`src/rtl/matrix_loader_pkg.sv`:
```
`default_nettype none
// +--------------------------------------------------------------------------+
// | Module      : matrix_loader_pkg                                          |
// | Description : Shared types and constants for the matrix loader: FSM      |
// |               state encoding, error codes, header geometry.              |
// | Ports       : none (package)                                             |
// | Revision    : 1.0 - initial release                                      |
// +--------------------------------------------------------------------------+
package matrix_loader_pkg;

    typedef enum logic [2:0] {
        ST_IDLE  = 3'd0,
        ST_HDR_M = 3'd1,
        ST_HDR_N = 3'd2,
        ST_HDR_P = 3'd3,
        ST_CHECK = 3'd4,
        ST_DATA  = 3'd5,
        ST_DONE  = 3'd6,
        ST_ERR   = 3'd7
    } state_t;

    localparam logic [1:0] ERR_NONE = 2'b00;
    localparam logic [1:0] ERR_DIM  = 2'b01;  // zero, odd or oversized dimension field
    localparam logic [1:0] ERR_CAP  = 2'b10;  // image does not fit in the RAM

    localparam int HDR_WORDS = 3;

    // RAM addresses of the dimension header words
    localparam int ADDR_M = 0;
    localparam int ADDR_N = 1;
    localparam int ADDR_P = 2;

endpackage
`default_nettype wire

```
`src/rtl/matrix_loader_if.sv`:
```
`default_nettype none
// +--------------------------------------------------------------------------+
// | Module      : matrix_loader_if                                           |
// | Description : Word stream (valid/ready) plus RAM write port of the        |
// |               matrix loader.                                             |
// | Ports       : s_valid/s_ready/s_data  - incoming word stream             |
// |               ram_we/ram_addr/ram_wdata - RAM write port                 |
// |               slave modport  : loader side                               |
// |               master modport : stream source / RAM observer side         |
// | Revision    : 1.0 - initial release                                      |
// +--------------------------------------------------------------------------+
interface matrix_loader_if #(
    parameter int DATA_W = 32,
    parameter int ADDR_W = 9
);
    logic              s_valid;
    logic              s_ready;
    logic [DATA_W-1:0] s_data;
    logic              ram_we;
    logic [ADDR_W-1:0] ram_addr;
    logic [DATA_W-1:0] ram_wdata;

    modport slave (
        input  s_valid,
        input  s_data,
        output s_ready,
        output ram_we,
        output ram_addr,
        output ram_wdata
    );

    modport master (
        output s_valid,
        output s_data,
        input  s_ready,
        input  ram_we,
        input  ram_addr,
        input  ram_wdata
    );
endinterface
`default_nettype wire

```
`src/rtl/matrix_dim_check.sv`:
```
`default_nettype none
// +--------------------------------------------------------------------------+
// | Module      : matrix_dim_check                                           |
// | Description : Combinational validation of the m/n/p header. Flags bad    |
// |               dimension fields first, then RAM overflow, and reports the |
// |               payload word count m*n + n*p.                              |
// | Ports       : m, n, p    in  DIM_W       dimension fields                |
// |               hi_bits    in  1           a header word had bits above    |
// |                                          the dimension field             |
// |               err_code   out 2           00 ok / 01 dim / 10 capacity    |
// |               total      out 2*DIM_W+1   payload words (A + B)           |
// | Revision    : 1.0 - initial release                                      |
// +--------------------------------------------------------------------------+
module matrix_dim_check
    import matrix_loader_pkg::*;
#(
    parameter int DIM_W  = 8,
    parameter int ADDR_W = 9
) (
    input  logic [DIM_W-1:0]   m,
    input  logic [DIM_W-1:0]   n,
    input  logic [DIM_W-1:0]   p,
    input  logic               hi_bits,
    output logic [1:0]         err_code,
    output logic [2*DIM_W:0]   total
);
    localparam int PROD_W = 2 * DIM_W;
    localparam int SUM_W  = 2 * DIM_W + 1;
    // Wide enough for header + payload and for 2^ADDR_W, so nothing truncates
    localparam int CMP_W  = (SUM_W + 1 > ADDR_W + 2) ? SUM_W + 1 : ADDR_W + 2;

    localparam logic [CMP_W-1:0] c_capacity = CMP_W'(1) << ADDR_W;

    logic [PROD_W-1:0] w_mn;
    logic [PROD_W-1:0] w_np;
    logic [CMP_W-1:0]  w_words;
    logic              w_dim_bad;

    assign w_mn    = PROD_W'(m) * PROD_W'(n);
    assign w_np    = PROD_W'(n) * PROD_W'(p);
    assign total   = SUM_W'(w_mn) + SUM_W'(w_np);
    assign w_words = CMP_W'(total) + CMP_W'(HDR_WORDS);

    assign w_dim_bad = hi_bits
                     | (m == '0) | m[0]
                     | (n == '0) | n[0]
                     | (p == '0) | p[0];

    always_comb begin
        err_code = ERR_NONE;
        if (w_dim_bad) begin
            err_code = ERR_DIM;
        end else if (w_words > c_capacity) begin
            err_code = ERR_CAP;
        end
    end
endmodule
`default_nettype wire

```
`src/rtl/matrix_loader.sv`:
```
`default_nettype none
// +--------------------------------------------------------------------------+
// | Module      : matrix_loader                                              |
// | Description : Write-side front end of the block matrix multiplier.       |
// |               Takes a 3-word m/n/p header followed by A (m x n) and      |
// |               B (n x p) row-major, writes every word to RAM at a         |
// |               running address, validates the header and pulses done.     |
// | Ports       : clk       in  1   clock                                    |
// |               rst       in  1   asynchronous active-low reset            |
// |               start     in  1   single-cycle load request                |
// |               bus       slave   stream in + RAM write port               |
// |               busy      out 1   load in progress                         |
// |               done      out 1   one-cycle pulse, load complete           |
// |               err       out 1   header error, held until next start      |
// |               err_code  out 2   01 dimension / 10 capacity               |
// | Revision    : 1.0 - initial release                                      |
// +--------------------------------------------------------------------------+
module matrix_loader
    import matrix_loader_pkg::*;
#(
    parameter int DATA_W = 32,
    parameter int ADDR_W = 9,
    parameter int DIM_W  = 8
) (
    input  logic                  clk,
    input  logic                  rst,
    input  logic                  start,
    matrix_loader_if.slave        bus,
    output logic                  busy,
    output logic                  done,
    output logic                  err,
    output logic [1:0]            err_code
);
    // One extra bit so an image filling the whole RAM can count past the top
    localparam int CNT_W = ADDR_W + 1;

    state_t             r_state;
    state_t             w_next;
    logic [CNT_W-1:0]   r_cnt;
    logic [DIM_W-1:0]   r_m;
    logic [DIM_W-1:0]   r_n;
    logic [DIM_W-1:0]   r_p;
    logic               r_hi;
    logic               r_err;
    logic [1:0]         r_err_code;

    logic               w_ready;
    logic               w_done;
    logic               w_busy;
    logic               w_beat;
    logic               w_hdr_state;
    logic               w_hi_word;
    logic               w_last_beat;
    logic [1:0]         w_chk_code;
    logic [2*DIM_W:0]   w_total;
    logic [CNT_W-1:0]   w_last_addr;

    matrix_dim_check #(
        .DIM_W  (DIM_W),
        .ADDR_W (ADDR_W)
    ) u_dim_check (
        .m        (r_m),
        .n        (r_n),
        .p        (r_p),
        .hi_bits  (r_hi),
        .err_code (w_chk_code),
        .total    (w_total)
    );

    assign w_beat      = bus.s_valid & w_ready;
    assign w_hdr_state = (r_state == ST_HDR_M) || (r_state == ST_HDR_N) || (r_state == ST_HDR_P);
    assign w_hi_word   = |bus.s_data[DATA_W-1:DIM_W];

    // Only meaningful once the header passed the check, so total <= capacity
    assign w_last_addr = CNT_W'(w_total) + CNT_W'(HDR_WORDS - 1);
    assign w_last_beat = (r_cnt == w_last_addr);

    // ---------------------------------------------------------------- state register
    always_ff @(posedge clk or negedge rst) begin
        if (!rst) begin
            r_state <= ST_IDLE;
        end else begin
            r_state <= w_next;
        end
    end

    // ---------------------------------------------------------------- next state
    always_comb begin
        w_next = r_state;
        case (r_state)
            ST_IDLE:  if (start)  w_next = ST_HDR_M;
            ST_HDR_M: if (w_beat) w_next = ST_HDR_N;
            ST_HDR_N: if (w_beat) w_next = ST_HDR_P;
            ST_HDR_P: if (w_beat) w_next = ST_CHECK;
            ST_CHECK: w_next = (w_chk_code != ERR_NONE) ? ST_ERR : ST_DATA;
            ST_DATA:  if (w_beat && w_last_beat) w_next = ST_DONE;
            ST_DONE:  w_next = ST_IDLE;
            ST_ERR:   w_next = ST_IDLE;
            default:  w_next = ST_IDLE;
        endcase
    end

    // ---------------------------------------------------------------- state outputs
    always_comb begin
        w_ready = 1'b0;
        w_done  = 1'b0;
        w_busy  = 1'b1;
        case (r_state)
            ST_IDLE:  w_busy  = 1'b0;
            ST_HDR_M,
            ST_HDR_N,
            ST_HDR_P,
            ST_DATA:  w_ready = 1'b1;
            ST_DONE:  w_done  = 1'b1;
            default:  ;
        endcase
    end

    // ---------------------------------------------------------------- datapath
    always_ff @(posedge clk or negedge rst) begin
        if (!rst) begin
            r_cnt      <= '0;
            r_m        <= '0;
            r_n        <= '0;
            r_p        <= '0;
            r_hi       <= 1'b0;
            r_err      <= 1'b0;
            r_err_code <= ERR_NONE;
        end else begin
            if ((r_state == ST_IDLE) && start) begin
                r_cnt      <= CNT_W'(ADDR_M);
                r_hi       <= 1'b0;
                r_err      <= 1'b0;
                r_err_code <= ERR_NONE;
            end else if (w_beat) begin
                r_cnt <= r_cnt + CNT_W'(1);
                if (w_hdr_state) begin
                    // Header field is selected by the address it is written to
                    if (r_cnt == CNT_W'(ADDR_M)) r_m <= bus.s_data[DIM_W-1:0];
                    if (r_cnt == CNT_W'(ADDR_N)) r_n <= bus.s_data[DIM_W-1:0];
                    if (r_cnt == CNT_W'(ADDR_P)) r_p <= bus.s_data[DIM_W-1:0];
                    r_hi <= r_hi | w_hi_word;
                end
            end

            if ((r_state == ST_CHECK) && (w_chk_code != ERR_NONE)) begin
                r_err      <= 1'b1;
                r_err_code <= w_chk_code;
            end
        end
    end

    // ---------------------------------------------------------------- outputs
    // Address and data are forced to zero outside a beat so the port is quiet
    assign bus.s_ready   = w_ready;
    assign bus.ram_we    = w_beat;
    assign bus.ram_addr  = w_beat ? r_cnt[ADDR_W-1:0] : '0;
    assign bus.ram_wdata = w_beat ? bus.s_data : '0;

    assign busy     = w_busy;
    assign done     = w_done;
    assign err      = r_err;
    assign err_code = r_err_code;
endmodule
`default_nettype wire

```
`src/flat_wrapper.sv`:
```
// flat-port wrapper written by rule: the top's interface ports become plain ports
module matrix_loader_flat import matrix_loader_pkg::*;
#(
    parameter int DATA_W = 32,
    parameter int ADDR_W = 9,
    parameter int DIM_W  = 8
)
  (clk, rst, start, busy, done, err, err_code, bus_s_valid, bus_s_data, bus_s_ready, bus_ram_we, bus_ram_addr, bus_ram_wdata);
  matrix_loader_if #(.DATA_W(DATA_W), .ADDR_W(ADDR_W)) bus_i ();
  input  logic clk;
  input  logic rst;
  input  logic start;
  output logic busy;
  output logic done;
  output logic err;
  output logic [1:0] err_code;
  input wire logic [$bits(bus_i.s_valid)-1:0] bus_s_valid;
  input wire logic [$bits(bus_i.s_data)-1:0] bus_s_data;
  output wire logic [$bits(bus_i.s_ready)-1:0] bus_s_ready;
  output wire logic [$bits(bus_i.ram_we)-1:0] bus_ram_we;
  output wire logic [$bits(bus_i.ram_addr)-1:0] bus_ram_addr;
  output wire logic [$bits(bus_i.ram_wdata)-1:0] bus_ram_wdata;
  assign bus_i.s_valid = bus_s_valid;
  assign bus_i.s_data = bus_s_data;
  assign bus_s_ready = bus_i.s_ready;
  assign bus_ram_we = bus_i.ram_we;
  assign bus_ram_addr = bus_i.ram_addr;
  assign bus_ram_wdata = bus_i.ram_wdata;
  matrix_loader #(.DATA_W(DATA_W), .ADDR_W(ADDR_W), .DIM_W(DIM_W)) u_core (.clk(clk), .rst(rst), .start(start), .bus(bus_i), .busy(busy), .done(done), .err(err), .err_code(err_code));
endmodule
```
`config.mk`:
```
export PLATFORM = sky130hd
export DESIGN_NAME = matrix_loader_flat
export DESIGN_NICKNAME = d
export VERILOG_FILES = /design/src/rtl/matrix_loader_pkg.sv /design/src/rtl/matrix_loader_if.sv /design/src/rtl/matrix_dim_check.sv /design/src/rtl/matrix_loader.sv /design/src/flat_wrapper.sv
export SDC_FILE = /design/constraint.sdc
export NUM_CORES = 1
export LEC_CHECK = 0
export ABC_CLOCK_PERIOD_IN_PS = 15400
export CAP_MARGIN = 40
export CORE_ASPECT_RATIO = 0.75
export CORE_MARGIN = 10
export CORE_UTILIZATION = 55
export DETAILED_ROUTE_END_ITERATION = 16
export PLACE_DENSITY_LB_ADDON = 0.2
export SYNTH_ARGS = -nofsm -noshare
export SYNTH_HDL_FRONTEND = slang
export SYNTH_SLANG_ARGS = --single-unit
```
`constraint.sdc`:
```
create_clock -name clk -period 15.4 [get_ports clk]
set_clock_uncertainty 0.05 [all_clocks]
set_input_delay 3.08 -clock clk [delete_from_list [all_inputs] [get_ports clk]]
set_output_delay 3.08 -clock clk [all_outputs]
set_load 0.01 [all_outputs]
```
==> results of run 1 <==
area by class of cell:
class | instances | area, um^2 | share of cell area
Clock buffer | 5 | 125 | 0.0143
Multi-Input combinational cell | 625 | 5890 | 0.672
Antenna cell | 1 | 2.50 | 0.000286
Tap cell | 175 | 219 | 0.0250
Timing Repair Buffer | 87 | 880 | 0.100
Sequential cell | 41 | 1030 | 0.117
Inverter | 147 | 552 | 0.0630
Clock inverter | 3 | 68.8 | 0.00785
through the flow:
stage	cell area (um^2)	util	instances
floorplan	7660	-	856
global placement	8520	0.622	1072
detailed placement	8570	0.625	1075
CTS	8760	0.639	1083
global route	8760	0.639	1083
finish	8760	0.640	1084
flip-flops by register name, indices dropped and copies added, names as in the netlist:
signal           count
u_core.r_n           8
u_core.err           1
u_core.r_cnt        10
u_core.r_p           8
u_core.r_m           8
u_core.r_state       3
u_core.r_hi          1
u_core.err_code      2
worst max-delay path, stage by stage:
cell             delay, ns
clkdlybuf4s50_1       0.83
buf_8                 0.23
and3_1                0.16
clkdlybuf4s50_1       0.55
layer usage:
metal | track usage | up-vias | share of wire
met2 | 0.297 | 219 | 0.41
li1 | - | 2908 | -
met3 | 0.0657 | 10 | 0.10
met5 | 0 | - | 0
met1 | 0.299 | 2980 | 0.48
met4 | 0.0271 | 0 | 0.0060
cells in the final DEF, fill, tap and decap left out, drive strengths merged, types with 25 or more instances in the layout:
| master | count |
|---|---|
| dfrtp | 41 |
| nor2 | 26 |
| and3 | 52 |
| inv | 148 |
| and2 | 89 |
| clkdlybuf4s50 | 82 |
| nand2 | 70 |
| fa | 97 |
| ha | 71 |
| mux2 | 25 |
path summary, 6_finish.rpt:
path,start,to
worst max-delay path,bus_s_valid,bus_ram_wdata[29]
worst min-delay path,u_core.err,u_core.err
worst max register to register,u_core.r_n[3],u_core.r_state[1]
worst min register to register,u_core.err,u_core.err
max in group asynchronous,rst,u_core.r_p[2]
min in group asynchronous,rst,u_core.r_cnt[2]
kinds of logic (layout without fill, tap and decap cells):
| group | count (synthesis) | after routing | share of synthesized area |
|---|---|---|---|
| xor+xnor | 28 | 28 | 0.0348 |
| fa+ha+maj | 168 | 168 | 0.369 |
| other cells | 0 | 1 | 0 |
| compound gates | 95 | 95 | 0.0980 |
| mux | 29 | 29 | 0.0420 |
| simple gates | 305 | 305 | 0.224 |
| buf+inv | 190 | 242 | 0.0978 |
| flops | 41 | 41 | 0.134 |
==> impl_metrics.py, run 1 <==
metrics = {
    "timing": {
        "hold_slack_ns": 0.474,
        "finalSetupTns_ns": 0,
        "relSlewSlack": 0.533,
        "rsz0062_at_grt": "no",
        "setup_viol": 0,
        "min_period_ns": 7.98,
        "worst_slew_pin_slew_ns": 0.695,
        "max_freq_ghz": 0.125,
        "drv_slew": 0,
        "fin_ws_ns": 7.42,
        "hold_viol_final": 0,
        "finalCritPeriodShare": 0.518,
    },
    "die": {
        "die_width_um": 156,
        "design.die.area_um2": 19100,
        "core_um2": 13700,
        "die_h_um": 122,
        "rows": 37,
        "start_util": 0.559,
        "ios": 84,
    },
    "global_route": {
        "overflow": 0,
        "grt_pass1_wl_mm": 31.9,
        "antenna_found_initial": 1,
        "grt_max_degree": 33,
        "first_global_vias": 6082,
        "grtUsageTotal": 0.205,
    },
    "layout": {
        "nFillCells": 1143,
        "layout.nets": 1111,
        "area_growth_pct": 14.4,
        "drive_gt1_frac": 0.0771,
    },
    "critical_path": {
        "worstPathMaxFanout": 26,
        "cp_data_required_time_ns": 12.27,
        "start_kind": "input port",
        "worstSetupPathType": "input port to output port",
        "rr_worst_depth": 21,
        "critPathArrivalTime_ns": 4.85,
        "ff2ff_setup_slack_ns": 7.86,
        "endpoint_kind": "output port",
    },
    "synth": {
        "ys_seq_area_frac": 0.134,
        "synthDistinctLibCells": 81,
        "netlist_area_um2": 7660,
        "ys_top_cells_by_area": "fa_1 25%, dfrtp_1 13%, ha_1 12%",
        "synth_top_area_share": 0.253,
        "yosysMostFrequentCell": "inv_1",
        "synth.avg_cell_area_um2": 8.95,
        "synthCells": 856,
        "yosys.area.top_type": "fa_1",
        "ys_seq_elements": 41,
        "syn_nets": 1060,
        "synth_common_cells": "147 x inv_1, 97 x fa_1, 86 x and2_1",
        "ys.flop_type": "dfrtp_1",
        "ys_warn_count": 0,
        "synth_edf_count": 0,
        "ys_async_sr_fraction": 1.00,
    },
    "cts": {
        "clkSinkCount": 41,
        "ctsResizeCount": 0,
        "hold_buffers": 0,
        "worstSkewPairLatency_ns": 0.28,
        "clk_path_buf_depth": 2,
        "cts_tree": "built",
        "clk_pin_slew_worst_paths_ns": 0.06,
        "cts_buffers": 5,
        "cts_max_level": 2,
        "root_buffer": "clkbuf_16",
        "post-cts-setup-buffer-count": 0,
    },
    "drt": {
        "viasPerCell": 5.64,
        "drcViolationCount": 0,
        "wl_mm": 19.2,
        "firstDrtPassIters": 4,
        "ant_nets": 0,
        "wl_per_cell_um": 17.7,
        "dr.first_iter.drc_count": 303,
        "vias": 6117,
    },
    "job": {
        "drv_cap": 0,
    },
    "placed_design": {
        "port_buffers": 83,
        "gp_congestion": 0.866,
        "dp_slack_ns": 7.43,
        "post-dp-hpwl_mm": 15.6,
    },
    "min_path": {
        "min_path_type": "flip-flop to flip-flop",
        "worstHoldPathCells": 2,
    },
    "status": {
        "outcome": "completed",
    },
}
Power of run 1 is not shown: default switching activity piles up to over one toggle a cycle in this logic, so the estimate is an artifact.
==> inputs of run 2 (changes only) <==
--- a/config.mk
+++ b/config.mk
@@ -5,7 +5,7 @@
 export SDC_FILE = /design/constraint.sdc
 export NUM_CORES = 1
 export LEC_CHECK = 0
-export ABC_CLOCK_PERIOD_IN_PS = 15400
+export ABC_CLOCK_PERIOD_IN_PS = 7800
 export CAP_MARGIN = 40
 export CORE_ASPECT_RATIO = 0.75
 export CORE_MARGIN = 10
==> constraint.sdc (replaced) <==
create_clock -name clk -period 7.8 [get_ports clk]
set_clock_uncertainty 0.05 [all_clocks]
set_input_delay 1.56 -clock clk [delete_from_list [all_inputs] [get_ports clk]]
set_output_delay 1.56 -clock clk [all_outputs]
set_load 0.01 [all_outputs]
==> impl_metrics.py, run 2 (synthesized netlist as in run 1, its figures left out) <==
metrics = {
    "placed_design": {
        "placed_area_um2": 8590,
        "gp_congestion": 0.888,
        "port_buffers": 83,
        "dp_slack_ns": 0.588,
        "place_inst": 1078,
        "post-dp-hpwl_mm": 16.5,
    },
    "drt": {
        "vias": 6060,
        "dr.first_iter.drc_count": 480,
        "drcViolationCount": 0,
        "firstDrtPassIters": 5,
        "wl_per_cell_um": 18.1,
        "wl_mm": 19.6,
        "viasPerCell": 5.58,
        "ant_nets": 0,
    },
    "timing": {
        "rsz0062_at_grt": "no",
        "fin_ws_ns": 0.517,
        "hold_viol_final": 0,
        "setup_viol": 0,
        "min_period_ns": 7.28,
        "finalSetupTns_ns": 0,
        "relSlewSlack": 0.467,
        "finalCritPeriodShare": 0.934,
        "drv_slew": 0,
        "worst_slew_pin_slew_ns": 0.793,
        "max_freq_ghz": 0.137,
    },
    "critical_path": {
        "cp_data_required_time_ns": 7.90,
        "worstSetupPathType": "flip-flop to flip-flop",
        "critPathArrivalTime_ns": 7.39,
        "r2r-start": "u_core.r_n[3]",
        "endpoint_kind": "flip-flop",
        "start_kind": "flip-flop",
        "worstPathMaxFanout": 18,
        "startpoint": "u_core.r_n[3]",
    },
    "cts": {
        "cts_max_level": 2,
        "cts_tree": "built",
        "worstSkewPairLatency_ns": 0.29,
        "clkSinkCount": 41,
        "root_buffer": "clkbuf_16",
        "ctsResizeCount": 0,
        "hold_buffers": 0,
        "cts_buffers": 5,
        "clk_pin_slew_worst_paths_ns": 0.07,
        "post-cts-setup-buffer-count": 0,
        "clk_path_buf_depth": 2,
    },
    "global_route": {
        "overflow": 0,
        "grtUsageTotal": 0.209,
        "first_global_vias": 6105,
        "antenna_found_initial": 0,
        "grt_max_degree": 44,
        "grt_pass1_wl_mm": 32.3,
    },
    "die": {
        "rows": 37,
        "start_util": 0.559,
        "ios": 84,
        "design.die.area_um2": 19100,
        "die_h_um": 122,
        "die_width_um": 156,
        "core_um2": 13700,
    },
    "layout": {
        "area_growth_pct": 14.0,
        "layout.nets": 1114,
        "layout.cells.non_filler": 1086,
        "largest_reg_flops": 10,
        "drive_gt1_frac": 0.0801,
        "diodes": 0,
        "layout_commonest_cell": "inv_1",
        "regMostFlops": "u_core.r_cnt",
        "mostFrequentLayoutCells": "147 x inv_1, 97 x fa_1, 86 x and2_1",
        "design_area_um2": 8740,
    },
    "job": {
        "drv_cap": 0,
    },
    "status": {
        "outcome": "completed",
    },
    "min_path": {
        "worstHoldStart": "u_core.r_hi",
        "min_path_type": "flip-flop to flip-flop",
    },
}
[run 2: changes by cell type in the layout (fill, tap and decap cells not counted), sizes merged]
cell / delta
bufinv: -2
diode: -1
clkinvlp: +1
buf: +3
clkinv: +1
[run 2: layout make-up]
class / instances / area (um^2)
Tap cell: 175 / 219
Sequential cell: 41 / 1030
Multi-Input combinational cell: 625 / 5890
Inverter: 147 / 552
Clock inverter: 3 / 25.0
Timing Repair Buffer: 90 / 898
Fill cell: 1175 / 4970
Clock buffer: 5 / 125
[run 2: per-stage QoR]
step           hold WS [ns]   util
3_3_place_gp          0.451  0.624
6_report              0.460  0.638
2_1_floorplan         0.414      -
5_1_grt               0.488  0.638
3_5_place_dp          0.453  0.627
4_1_cts               0.467  0.638
[run 2: final timing paths]
check | to | slack (ns) | cells after the start
worst max-delay path | u_core.r_state[1] | 0.52 | 21
worst min register to register | u_core.r_hi | 0.46 | 2
min in group asynchronous | u_core.r_cnt[0] | 1.14 | 1
worst max register to register | u_core.r_state[1] | 0.52 | 21
max in group asynchronous | u_core.r_p[3] | 6.09 | 2
worst min-delay path | u_core.r_hi | 0.46 | 2
[run 2: worst max-delay path, cell delays in order (launching register included)]
cell	delay (ns)
dfrtp_1	0.57
and2_1	0.28
fa_1	0.54
inv_1	0.05
fa_1	0.50
inv_1	0.06
fa_1	0.50
fa_1	0.53
fa_1	0.54
inv_1	0.05
fa_1	0.52
inv_1	0.04
ha_1	0.47
o211ai_1	0.18
a21o_1	0.22
a221oi_1	0.37
nand2_2	0.14
nor4b_4	0.43
mux2_1	0.37
a22o_1	0.23
nor4_2	0.33
o221ai_1	0.15
[run 2: layer usage]
metal / vias to the layer above / GRT usage / wire (um) / part of all wire
li1: 2910 / - / - / -
met1: 2905 / 0.314 / 9610 / 0.49
met2: 232 / 0.287 / 7780 / 0.40
met3: 13 / 0.0786 / 2110 / 0.11
met4: 0 / 0.0229 / 128 / 0.0065
met5: - / 0 / 0 / 0
Power of run 2 is left out for the same reason.
==> inputs of run 3 (changes only) <==
--- a/config.mk
+++ b/config.mk
@@ -6,7 +6,6 @@
 export NUM_CORES = 1
 export LEC_CHECK = 0
 export ABC_CLOCK_PERIOD_IN_PS = 7800
-export CAP_MARGIN = 40
 export CORE_ASPECT_RATIO = 0.75
 export CORE_MARGIN = 10
 export CORE_UTILIZATION = 55
==> impl_metrics.py, run 3 (synthesized netlist as in run 1, its figures left out) <==
metrics = {
    "status": {
        "outcome": "completed",
    },
    "global_route": {
        "grt_pass1_wl_mm": 31.9,
        "first_global_vias": 5974,
        "antenna_found_initial": 0,
        "grtUsageMet3": 0.0682,
        "use_met1": 0.314,
        "overflow": 0,
        "grtUsageTotal": 0.207,
        "busiest_layer": "met1",
        "grt_max_degree": 46,
        "met2_usage": 0.282,
    },
    "critical_path": {
        "rr_worst_depth": 21,
        "crit_buf_inv": 4,
        "cp_data_required_time_ns": 7.91,
        "critPathTopFamily": "adder cells",
        "endpoint_kind": "flip-flop",
        "worstPathMaxFanout": 18,
        "r2r-end": "u_core.r_state[1]",
        "r2r-start": "u_core.r_n[3]",
        "critPathArrivalTime_ns": 7.37,
        "start_kind": "flip-flop",
        "crit_top_cell": "fa_1",
        "ff2ff_setup_slack_ns": 0.53,
        "worstSetupPathType": "flip-flop to flip-flop",
        "cpPeakStageDelay_ns": 0.57,
        "crit_chain": "and2_1 > fa_1 > inv_1 > fa_1 > inv_1 > fa_1 > fa_1 > fa_1 > inv_1 > fa_1 > inv_1 > ha_1 > o211ai_1 > a21o_1 > a221oi_1 > nand2_2 > nor4b_4 > mux2_1 > a22o_1 > nor4_2 > o221ai_1",
        "cp_slowest_cell": "dfrtp_1",
    },
    "drt": {
        "dr.first_iter.drc_count": 483,
        "ant_nets": 0,
        "firstDrtPassIters": 5,
        "vias": 6149,
        "wl_per_cell_um": 18.1,
        "wl_mm": 19.6,
        "drcViolationCount": 0,
        "viasPerCell": 5.67,
    },
    "timing": {
        "rsz0062_at_grt": "no",
        "min_period_ns": 7.27,
        "worst_slew_pin_slew_ns": 1.12,
        "max_freq_ghz": 0.138,
        "relSlewSlack": 0.251,
        "hold_viol_final": 0,
        "finalSetupTns_ns": 0,
        "finalCritPeriodShare": 0.931,
        "setup_viol": 0,
        "drv_slew": 0,
    },
    "die": {
        "ios": 84,
        "die_width_um": 156,
        "design.die.area_um2": 19100,
        "rows": 37,
        "start_util": 0.559,
        "die_h_um": 122,
        "core_um2": 13700,
    },
    "cts": {
        "cts_max_level": 2,
        "clk_path_buf_depth": 2,
        "ctsResizeCount": 0,
        "post-cts-setup-buffer-count": 0,
        "root_buffer": "clkbuf_16",
        "clk_pin_slew_worst_paths_ns": 0.07,
        "worstSkewPairLatency_ns": 0.30,
        "cts_tree": "built",
        "cts_buffers": 5,
        "clkSinkCount": 41,
        "hold_buffers": 0,
    },
    "placed_design": {
        "gp_congestion": 0.888,
        "placed_area_um2": 8550,
        "port_buffers": 83,
        "place_inst": 1076,
        "post-dp-hpwl_mm": 16.5,
    },
    "layout": {
        "layout.cells.non_filler": 1084,
        "diodes": 0,
        "area_growth_pct": 13.6,
        "mostFrequentLayoutCells": "147 x inv_1, 97 x fa_1, 86 x and2_1",
        "largest_reg_flops": 10,
        "drive_gt1_frac": 0.0781,
        "layout_commonest_cell": "inv_1",
        "design_area_um2": 8700,
        "layout.nets": 1112,
        "regMostFlops": "u_core.r_cnt",
    },
    "min_path": {
        "worstHoldPathCells": 2,
        "worstHoldStart": "u_core.r_hi",
        "min_path_type": "flip-flop to flip-flop",
        "hold_end": "u_core.r_hi",
    },
    "job": {
        "drv_cap": 0,
    },
}
run 3: cell types whose count changed in the layout (fill, tap and decap cells not counted):
cell,delta
buf_12,-1
buf_8,-1
run 3: worst max-delay path by stage:
| stage | startpoint | endpoint | slack [ns] | cells after the start |
|---|---|---|---|---|
| floorplan | u_core.r_n[0] | u_core.r_state[1] | 1.10 | 22 |
| global placement | u_core.r_n[3] | u_core.r_state[1] | 0.76 | 21 |
| detailed placement | u_core.r_n[3] | u_core.r_state[1] | 0.58 | 21 |
| CTS | u_core.r_n[3] | u_core.r_state[1] | 0.55 | 21 |
| global route | u_core.r_n[3] | u_core.r_state[1] | 0.19 | 21 |
| finish | u_core.r_n[3] | u_core.r_state[1] | 0.53 | 21 |
run 3: per-layer routing:
layer  up-vias  routed length, um
met5         -                  0
met4         0                126
met3        10               1960
met2       255               7810
met1      2974               9730
li1       2910                  -
run 3: worst min-delay path, cell delays in order (launching register included):
cell	delay, ns
dfrtp_1	0.34
a21oi_1	0.04
nor2_1	0.09
run 3: cell type report:
cell class,count,area (um^2)
clock buffer,5,125
clock inverter,3,25.0
fill,1162,5000
inverter,147,552
multi-input combinational,625,5890
sequential,41,1030
tap,175,219
timing repair buffer,88,863
run 3: through the flow:
| step | util | hold slack (ns) | setup slack, ns |
|---|---|---|---|
| after CTS | 0.635 | 0.462 | 0.548 |
| after detailed placement | 0.624 | 0.447 | 0.575 |
| after floorplan | - | 0.414 | 1.10 |
| after global placement | 0.624 | 0.451 | 0.758 |
| after global routing | 0.635 | 0.490 | 0.187 |
| final | 0.635 | 0.461 | 0.535 |
Power of run 3 is left out for the same reason.
